### src/rtl/eth_metadata_queue.sv
// rtl/eth_metadata_queue.sv - per-frame Ethernet metadata assembler with complete-frame FIFO
package eth_metadata_pkg;
    typedef logic [47:0] mac_addr_t;
    typedef logic [15:0] ethertype_t;

    typedef struct packed {
        mac_addr_t  dest_mac;
        mac_addr_t  src_mac;
        ethertype_t ethertype;
        logic [11:0] vlan_id;
        logic [4:0]  l2_header_len;
        logic        vlan_present;
        logic        is_ipv4;
        logic        is_ipv6;
        logic        is_arp;
        logic        is_unknown;
    } eth_metadata_t;
endpackage

module eth_metadata_queue
    import eth_metadata_pkg::*;
#(
    parameter int DEPTH = 4,
    parameter int ID_W  = 8,
    parameter int CNT_W = 16
) (
    input  logic                     clk,
    input  logic                     rst,
    input  logic                     frame_start,
    input  logic                     frame_end,
    input  logic                     frame_error,
    input  logic                     fields_valid,
    input  mac_addr_t                dest_mac,
    input  mac_addr_t                src_mac,
    input  logic                     vlan_valid,
    input  logic                     vlan_present,
    input  logic [11:0]              vlan_id,
    input  ethertype_t               resolved_ethertype,
    input  logic [4:0]               l2_header_len,
    input  logic                     proto_valid,
    input  logic                     is_ipv4,
    input  logic                     is_ipv6,
    input  logic                     is_arp,
    input  logic                     is_unknown,
    output eth_metadata_t            m_metadata,
    output logic [ID_W-1:0]          m_frame_id,
    output logic                     m_valid,
    input  logic                     m_ready,
    output logic [$clog2(DEPTH):0]   occupancy,
    output logic                     busy,
    output logic [CNT_W-1:0]         drop_incomplete,
    output logic [CNT_W-1:0]         drop_overflow
);
    localparam int PTR_W = $clog2(DEPTH);
    localparam int OCC_W = PTR_W + 1;
    localparam int REC_W = $bits(eth_metadata_t);

    typedef enum logic {S_IDLE, S_COLLECT} state_t;

    state_t            state_q, state_d;
    eth_metadata_t     rec_q, rec_d, rec_m;
    logic              hdr_q, hdr_d, hdr_m;
    logic              vlan_q, vlan_d, vlan_m;
    logic              proto_q, proto_d, proto_m;
    logic              err_q, err_d, err_m;
    logic [ID_W-1:0]   frame_id_q, frame_id_d;
    logic [ID_W-1:0]   id_cnt_q, id_cnt_d;
    logic              busy_q, busy_d;
    logic [CNT_W-1:0]  drop_inc_q, drop_inc_d;
    logic [CNT_W-1:0]  drop_ovf_q, drop_ovf_d;
    logic [PTR_W-1:0]  wr_ptr_q, wr_ptr_d;
    logic [PTR_W-1:0]  rd_ptr_q, rd_ptr_d;
    logic [OCC_W-1:0]  occ_q, occ_d;
    logic [REC_W+ID_W-1:0] mem_q [DEPTH];
    logic [REC_W+ID_W-1:0] head;

    logic start, commit, complete, full, push, pop, inc_incomplete, inc_overflow;

    assign full = (occ_q == OCC_W'(DEPTH));
    assign pop  = m_valid && m_ready;

    always_comb begin
        // Staging record with this cycle's strobes merged, so a commit sees them.
        rec_m   = rec_q;
        hdr_m   = hdr_q;
        vlan_m  = vlan_q;
        proto_m = proto_q;
        err_m   = err_q | frame_error;
        if (state_q == S_COLLECT) begin
            if (fields_valid) begin
                rec_m.dest_mac = dest_mac;
                rec_m.src_mac  = src_mac;
                hdr_m          = 1'b1;
            end
            if (vlan_valid) begin
                rec_m.vlan_present  = vlan_present;
                rec_m.vlan_id       = vlan_id;
                rec_m.ethertype     = resolved_ethertype;
                rec_m.l2_header_len = l2_header_len;
                vlan_m              = 1'b1;
            end
            if (proto_valid) begin
                rec_m.is_ipv4    = is_ipv4;
                rec_m.is_ipv6    = is_ipv6;
                rec_m.is_arp     = is_arp;
                rec_m.is_unknown = is_unknown;
                proto_m          = 1'b1;
            end
        end
        complete = hdr_m && vlan_m && proto_m && !err_m;
    end

    always_comb begin
        state_d        = state_q;
        rec_d          = rec_q;
        hdr_d          = hdr_q;
        vlan_d         = vlan_q;
        proto_d        = proto_q;
        err_d          = err_q;
        frame_id_d     = frame_id_q;
        id_cnt_d       = id_cnt_q;
        start          = 1'b0;
        commit         = 1'b0;
        inc_incomplete = 1'b0;
        inc_overflow   = 1'b0;
        push           = 1'b0;

        case (state_q)
            S_IDLE: begin
                if (frame_start && frame_end) begin
                    inc_incomplete = 1'b1;
                    id_cnt_d       = id_cnt_q + ID_W'(1);
                end else if (frame_start) begin
                    start = 1'b1;
                end
            end
            S_COLLECT: begin
                rec_d   = rec_m;
                hdr_d   = hdr_m;
                vlan_d  = vlan_m;
                proto_d = proto_m;
                err_d   = err_m;
                if (frame_end) begin
                    commit = 1'b1;
                    if (!frame_start) state_d = S_IDLE;
                end else if (frame_start) begin
                    inc_incomplete = 1'b1;
                end
                start = frame_start;
            end
            default: state_d = S_IDLE;
        endcase

        if (start) begin
            state_d    = S_COLLECT;
            rec_d      = '0;
            hdr_d      = 1'b0;
            vlan_d     = 1'b0;
            proto_d    = 1'b0;
            err_d      = 1'b0;
            frame_id_d = id_cnt_q;
            id_cnt_d   = id_cnt_q + ID_W'(1);
        end

        if (commit) begin
            if (!complete)          inc_incomplete = 1'b1;
            else if (full && !pop)  inc_overflow   = 1'b1;
            else                    push           = 1'b1;
        end
    end

    always_comb begin
        busy_d     = (state_d == S_COLLECT);
        drop_inc_d = (inc_incomplete && drop_inc_q != '1) ? drop_inc_q + CNT_W'(1) : drop_inc_q;
        drop_ovf_d = (inc_overflow && drop_ovf_q != '1) ? drop_ovf_q + CNT_W'(1) : drop_ovf_q;
        wr_ptr_d   = push ? wr_ptr_q + PTR_W'(1) : wr_ptr_q;
        rd_ptr_d   = pop  ? rd_ptr_q + PTR_W'(1) : rd_ptr_q;
        occ_d      = occ_q;
        if (push && !pop)      occ_d = occ_q + OCC_W'(1);
        else if (!push && pop) occ_d = occ_q - OCC_W'(1);
    end

    always_ff @(posedge clk) begin
        if (rst) begin
            state_q    <= S_IDLE;
            rec_q      <= '0;
            hdr_q      <= 1'b0;
            vlan_q     <= 1'b0;
            proto_q    <= 1'b0;
            err_q      <= 1'b0;
            frame_id_q <= '0;
            id_cnt_q   <= '0;
            busy_q     <= 1'b0;
            drop_inc_q <= '0;
            drop_ovf_q <= '0;
            wr_ptr_q   <= '0;
            rd_ptr_q   <= '0;
            occ_q      <= '0;
        end else begin
            state_q    <= state_d;
            rec_q      <= rec_d;
            hdr_q      <= hdr_d;
            vlan_q     <= vlan_d;
            proto_q    <= proto_d;
            err_q      <= err_d;
            frame_id_q <= frame_id_d;
            id_cnt_q   <= id_cnt_d;
            busy_q     <= busy_d;
            drop_inc_q <= drop_inc_d;
            drop_ovf_q <= drop_ovf_d;
            wr_ptr_q   <= wr_ptr_d;
            rd_ptr_q   <= rd_ptr_d;
            occ_q      <= occ_d;
        end
    end

    // Storage needs no reset: outputs are masked by m_valid.
    always_ff @(posedge clk) begin
        if (push) mem_q[wr_ptr_q] <= {rec_m, frame_id_q};
    end

    assign head            = mem_q[rd_ptr_q];
    assign m_valid         = (occ_q != '0);
    assign m_metadata      = m_valid ? eth_metadata_t'(head[REC_W+ID_W-1:ID_W]) : '0;
    assign m_frame_id      = m_valid ? head[ID_W-1:0] : '0;
    assign occupancy       = occ_q;
    assign busy            = busy_q;
    assign drop_incomplete = drop_inc_q;
    assign drop_overflow   = drop_ovf_q;
endmodule

### config.mk
export PLATFORM = sky130hd
export DESIGN_NAME = eth_metadata_queue
export DESIGN_NICKNAME = d
export VERILOG_FILES = /design/src/rtl/eth_metadata_queue.sv
export SDC_FILE = /design/constraint.sdc
export NUM_CORES = 1
export LEC_CHECK = 0
export CORE_MARGIN = 4
export CORE_UTILIZATION = 34
export DETAILED_ROUTE_END_ITERATION = 7
export MAX_ROUTING_LAYER = met4
export SYNTH_ARGS = -nofsm -noshare
export SYNTH_HDL_FRONTEND = slang
export SYNTH_SLANG_ARGS = --single-unit
### constraint.sdc
create_clock -name clk -period 5.75 [get_ports clk]
set_clock_uncertainty 0.1 [all_clocks]
set_input_delay 1.15 -clock clk [delete_from_list [all_inputs] [get_ports clk]]
set_output_delay 1.15 -clock clk [all_outputs]
set_load 0.01 [all_outputs]
==> summary.md, run 1 <==
| Metric | Value |
|---|---|
| Worst Path Max Fanout | 72 |
| Fin Hold WS | 376 ps |
| Relative slew slack | 0.401 |
| TritonRoute pass-1 iters | 6 |
| Yosys reg bits | ~760 |
| Final Max Slew Viols | 0 |
| RSZ-0062 raised after global routing | no |
| Critical Path Source Type | flop |
| Flop-to-flop setup slack | 2900 ps |
| Rows | 107 |
| Synth Area per Inst | around 18 um^2 |
| Max Root-Sink Buffers | 3 |
| Commonest cells after routing, fill and taps aside | edfxtp_1 (568), clkdlybuf4s50_1 (320), dfxtp_1 (194) |
| Vias in the first global route | roughly 16k |
| Post-Syn Instances | 1664 |
| EDFF count, synth | 568 |
| Yosys cell types | 52 |
| Htree depth | 3 |
| Final Setup Violations | 0 |
| Die width | ~300 um |
| CTS hold repair buffers | 0 |
| Root buf cell | clkbuf_16 |
| Peak Freq | 0.221 GHz |
| Peak supply drop | roughly 0.00038 V |
| Total gr overflow | 0 |
| Die area | 0.0913 mm^2 |
| Top FF cell, synth | edfxtp_1 |
| Final min period | 4530 ps |
| Async SR Flop Fraction | 0 |
| WP data arrival | 3280 ps |
| Core footprint | 0.0855 mm^2 |
| # clock sinks | 764 |
| Syn nets | between 1.5k and 2k |
| Postcts setup bufs | 0 |
| Pre-CTS WS | around 1700 ps |
| Via count | 15.5k |
| DR vias/cell | 4.79 |
| Total chip power | 15.3 mW |
| DRT met1 WL | 29.5 mm |
| Largest net degree at the start of global routing | 90 |
| Skew-Pair Late Insertion Delay | 610 ps |
| Worst Max-Slew Pin Slew | 899 ps |
| Initial Utilization | 0.344 |
| Worst Setup End Kind | output pin |
| Final ANT Viol Nets | 0 |
| Fin. Hold Viols | 0 |
| Run status | finished, final reports clean |
| First-pass GRT wire length | between 100 and 150 mm |
| Fin crit share | 0.788 |
| GP Congestion | 0.789 |
| Final #Nets | between 2k and 2.5k |
| Sequential area share after synthesis | 0.713 |
| PortBufs | between 300 and 400 |
| IO Pins | 322 |
| Max cap viols | 0 |
| Die height | 302 um |
| PD cells | 416 mW/mm^2 |
| Dpl cells | 3071 |
| DRC Markers | 0 |
| Worst hold path class | flop to flop |
| Drt wl/cell | between 20 and 25 um |
| DRT Wirelength | 67.9 mm |
| Critical setup path kind | flop to output pin |
| Synth-to-Final Area Change | 25.2% |
| Met3 WL | 4.20 mm |
| Commonest non-fill, non-tap cell in the layout | edfxtp_1 |
| Post-CTS sizing | 0 |
| Leak | approximately 12 nW |
| Number of CTS-inserted buffers | 82 |
| Initial DRC count | 842 |
| Post-Layout Cell Count | about 3.2k |
| Worst Path Required | 4500 ps |
| Reg clk slew, reported paths | 60 ps |
| Detailed-placement wirelength estimate | 41.6 mm |
| CTS tree | built |
| Top Metal Used | met4 |
| Met2 routed WL | 33.4 mm |
| Initial antenna violation count | 7 |
| Final WS setup | roughly 1200 ps |
| Synth Cell Area | 0.0294 mm^2 |
| Global-route usage over all layers | 0.152 |
| Synthesis Warnings | 0 |
| Share of cells above drive strength 1 | 0.222 |
| Setup TNS | 0 ps |
## critical path, cell delays in order, from the launching register on
cell,delay [ps]
dfxtp_1,490
or3_4,770
buf_4,500
and2_1,300
clkdlybuf4s50_1,570
## per-stage QoR
stage | cell area (um^2) | utilization
6_report | 36800 | 0.431
5_1_grt | 36800 | 0.431
4_1_cts | 36800 | 0.431
3_5_place_dp | 34100 | 0.398
3_3_place_gp | 34100 | 0.398
2_1_floorplan | 29400 | -
## sequential cells by signal, indices dropped and copies added (netlist names), 3 cells and up, named ones only
signal and count:
drop_incomplete 16, drop_overflow 16, frame_id_q 8, id_cnt_q 8, mem_q 568, occupancy 3
rec_q 134
## worst paths after layout
path         cells past startpoint                        end                 startpoint
max                              4             m_metadata[69]  occupancy[0]$_SDFFE_PP0P_
min                              2       proto_q$_SDFFE_PP0P_       proto_q$_SDFFE_PP0P_
min reg2reg                      2       proto_q$_SDFFE_PP0P_       proto_q$_SDFFE_PP0P_
max reg2reg                      8  occupancy[2]$_SDFFE_PP0P_  occupancy[0]$_SDFFE_PP0P_
## final cells by class
| cell class | instances | area [um^2] |
|---|---|---|
| fill | 7517 | 48700 |
| sequential | 764 | 21000 |
| multi-input combinational | 796 | 8050 |
| timing repair buffer | 352 | 3550 |
| clock buffer | 117 | 2330 |
| tap | 1144 | 1430 |
| clock inverter | 35 | 428 |
| inverter | 15 | 56.3 |
| antenna | 4 | 10.0 |
## metal layers
layer	up-vias	track usage
met2	335	0.244
met3	70	0.0383
met5	-	-
met1	8014	0.195
li1	7053	-
met4	0	0.0359
## report_power, final
group          switching, mW  internal [mW]  total [mW]  leakage (nW)
Clock                   2.11           3.19        5.30          1.35
Combinational           1.87           2.08        3.95          4.09
Sequential             0.126           5.94        6.07          6.78
Total                   4.11           11.2        15.3          12.2
## Yosys cell counts (all sizes together) (4+ instances only)
cell type / count / area [um^2]
or3: 11 / 73.8
and2: 149 / 932
clkbuf: 59 / 221
nor2: 44 / 165
o21ai: 11 / 58.8
xnor2: 5 / 43.8
nand2: 20 / 75.1
nor4: 4 / 25.0
mux2i: 13 / 130
a31o: 4 / 35.0
or4: 4 / 30.0
buf: 30 / 145
xor2: 10 / 87.6
nor2b: 138 / 863
a21oi: 25 / 125
ha: 8 / 100
edfxtp: 568 / 17100
inv: 15 / 56.3
nand3: 17 / 85.1
a211oi: 4 / 30.0
mux4: 142 / 3200
and3: 5 / 31.3
nand4: 8 / 50.1
dfxtp: 196 / 3920
mux2: 138 / 1550
## logic make-up (layout without fill, tap and decap cells)
kind of cell             after synthesis  in the layout  share of synthesized area
buffers and inverters                104            519                     0.0144
other                                  0              4                          0
multiplexers                         293            293                      0.166
adder cells (fa/ha/maj)                9              9                    0.00408
AND/OR/NAND/NOR                      414            414                     0.0833
AO/OA/AOI/OAI                         65             65                     0.0147
XOR/XNOR                              15             15                    0.00447
flip-flops                           764            764                      0.713
Note: power is estimated with default switching activity, not from simulation.
==> run 2, diff against run 1 <==
==> constraint.sdc (replaced) <==
create_clock -name clk -period 4.57 [get_ports clk]
set_clock_uncertainty 0.1 [all_clocks]
set_input_delay 0.914 -clock clk [delete_from_list [all_inputs] [get_ports clk]]
set_output_delay 0.914 -clock clk [all_outputs]
set_load 0.01 [all_outputs]
==> summary.md, run 2 (synthesis results as in run 1) <==
| Metric | Value |
|---|---|
| First-pass GRT wire length | 102 mm (+0.60%) |
| Final Max Slew Viols | 0 (unchanged) |
| Commonest cells after routing, fill and taps aside | edfxtp_1 (568), clkdlybuf4s50_1 (320), dfxtp_1 (194) |
| Fin. Hold Viols | 0 (unchanged) |
| Detailed-placement wirelength estimate | 42.2 mm (+1.5%) |
| Vias in the first global route | 16.5k (+2.1%) |
| Die width | 302 um (unchanged) |
| Worst Max-Slew Pin Slew | 858 ps (-41.2 ps) |
| Fin Hold WS | 374 ps (-1.37 ps) |
| Largest register FFs | 568 (unchanged) |
| Setup TNS | 0 ps (unchanged) |
| TritonRoute pass-1 iters | 5 (-1) |
| Post-CTS sizing | 0 (unchanged) |
| Total gr overflow | 0 (unchanged) |
| Worst Setup End Kind | output pin |
| WP data arrival | 2990 ps (-290 ps) |
| Top Registers | mem_q x568, rec_q x134 |
| IO Pins | 322 (unchanged) |
| Hold EP | hdr_q$_SDFFE_PP0P_ |
| Initial DRC count | 839 (-0.36%) |
| Initial antenna violation count | 7 (unchanged) |
| PD cells | 529 mW/mm^2 (+27%) |
| Gr busiest metal | met2 |
| Worst Path Max Fanout | 46 (-36%) |
| Worst Path Required | 3560 ps (-940 ps) |
| Die area | 0.0913 mm^2 (unchanged) |
| # clock sinks | 764 (unchanged) |
| DR vias/cell | 4.77 (-0.57%) |
| Final min period | ~4000 ps |
| Most flop-heavy register | mem_q |
| GP Congestion | 0.774 (-1.9%) |
| DRC Markers | 0 (unchanged) |
| Final Setup Violations | 0 (unchanged) |
| RSZ-0062 raised after global routing | no |
| Peak Freq | 0.249 GHz |
| Worst Hold Depth | 2 (unchanged) |
| Run status | finished, final reports clean |
| Max cap viols | 0 (unchanged) |
| Skew-Pair Late Insertion Delay | 620 ps (about the same) |
| Htree depth | 3 (unchanged) |
| Fin crit share | 0.877 |
| Largest net degree at the start of global routing | 65 (-28%) |
| Global-route usage over all layers | 0.152 (+0.000301) |
| Rows | 107 (unchanged) |
| Critical setup path kind | flop to output pin |
| Synth-to-Final Area Change | 27.1% |
| Commonest non-fill, non-tap cell in the layout | edfxtp_1 |
| PortBufs | 321 (unchanged) |
| Initial Utilization | 0.344 (unchanged) |
| GR Util met1 | 0.188 (-0.00643) |
| Via count | 15.5k (+0.29%) |
| Worst-case reg-to-reg path depth | 8 (unchanged) |
| Met2 Resource Use GR | 0.254 (+0.00946) |
| Core footprint | 0.0855 mm^2 (unchanged) |
| HP Start | hdr_q$_SDFFE_PP0P_ |
| Peak supply drop | 0.000377 V (about the same) |
| CTS hold repair buffers | 0 (unchanged) |
| Reg clk slew, reported paths | 60 ps (about the same) |
| Drt wl/cell | 20.8 um (-0.96%) |
| CTS tree | built |
| DRT Wirelength | 67.8 mm (about the same) |
| Final ANT Viol Nets | 0 (unchanged) |
| Die height | 302 um (unchanged) |
| Grt met3 use | 0.0345 (-0.00388) |
| Critical Path Source Type | flop |
| Number of CTS-inserted buffers | 83 (+1.2%) |
| Postcts setup bufs | 0 (unchanged) |
| Flop-to-flop setup slack | 1840 ps (-1060 ps) |
| Leak | 12.5 nW (+2.2%) |
| Final #Nets | 2186 (+1.1%) |
| Worst r2r dst | occupancy[2]$_SDFFE_PP0P_ |
| Core Util, Final | 0.437 (+0.00658) |
| Relative slew slack | 0.428 (+0.0275) |
| Share of cells above drive strength 1 | 0.233 (+0.0111) |
| Worst hold path class | flop to flop |
| Root buf cell | clkbuf_16 |
| Critical R2R Launch | occupancy[0]$_SDFFE_PP0P_ |
| Max Root-Sink Buffers | 3 (unchanged) |
run 2: per-layer routing:
layer | share of wire | vias up
li1 | - | 7109
met2 | 0.50 | 336
met4 | 0.016 | 0
met3 | 0.055 | 75
met1 | 0.42 | 7997
met5 | 0 | -
run 2: area by class of cell:
| class | count | area, um^2 |
|---|---|---|
| antenna | 7 | 17.5 |
| clock inverter | 45 | 653 |
| multi-input combinational | 796 | 8050 |
| tap | 1144 | 1430 |
| clock buffer | 110 | 2340 |
| sequential | 764 | 21000 |
| timing repair buffer | 374 | 3870 |
| inverter | 15 | 56.3 |
| fill | 7438 | 48100 |
run 2: critical path: stages, from the launching register on:
cell and delay [ps]:
dfxtp_4 620, buf_12 420, mux4_2 550, and2_1 160, clkdlybuf4s50_1 610
run 2: worst max path at each step:
| stage | start | end | slack [ps] | cells past startpoint |
|---|---|---|---|---|
| 2_1_floorplan | frame_error | mem_q[0][0]$_DFFE_PP_ | 320 | 4 |
| 3_5_place_dp | proto_valid | occupancy[2]$_SDFFE_PP0P_ | 790 | 11 |
| 5_1_grt | flop | m_metadata[69] | 340 | 4 |
| 4_1_cts | flop | m_metadata[130] | 420 | 4 |
| 6_report | flop | m_metadata[130] | 560 | 4 |
| 3_3_place_gp | proto_valid | occupancy[2]$_SDFFE_PP0P_ | 720 | 11 |
run 2: stage by stage:
stage          total power, mW  instances  area, um^2  worst slack (ps)
2_1_floorplan             10.2       1664       29400               317
3_3_place_gp              12.9       3093       34400               722
3_5_place_dp              12.9       3093       34400               792
4_1_cts                   20.1       3248       37400               418
5_1_grt                   20.7       3254       37400               341
6_report                  19.8       3255       37400               562
run 2: power by group:
part	leakage, nW	switching, mW	internal (mW)
combinational	4.25	2.33	2.66
sequential	6.78	0.108	7.48
clock	1.46	2.71	4.47
total	12.5	5.15	14.6
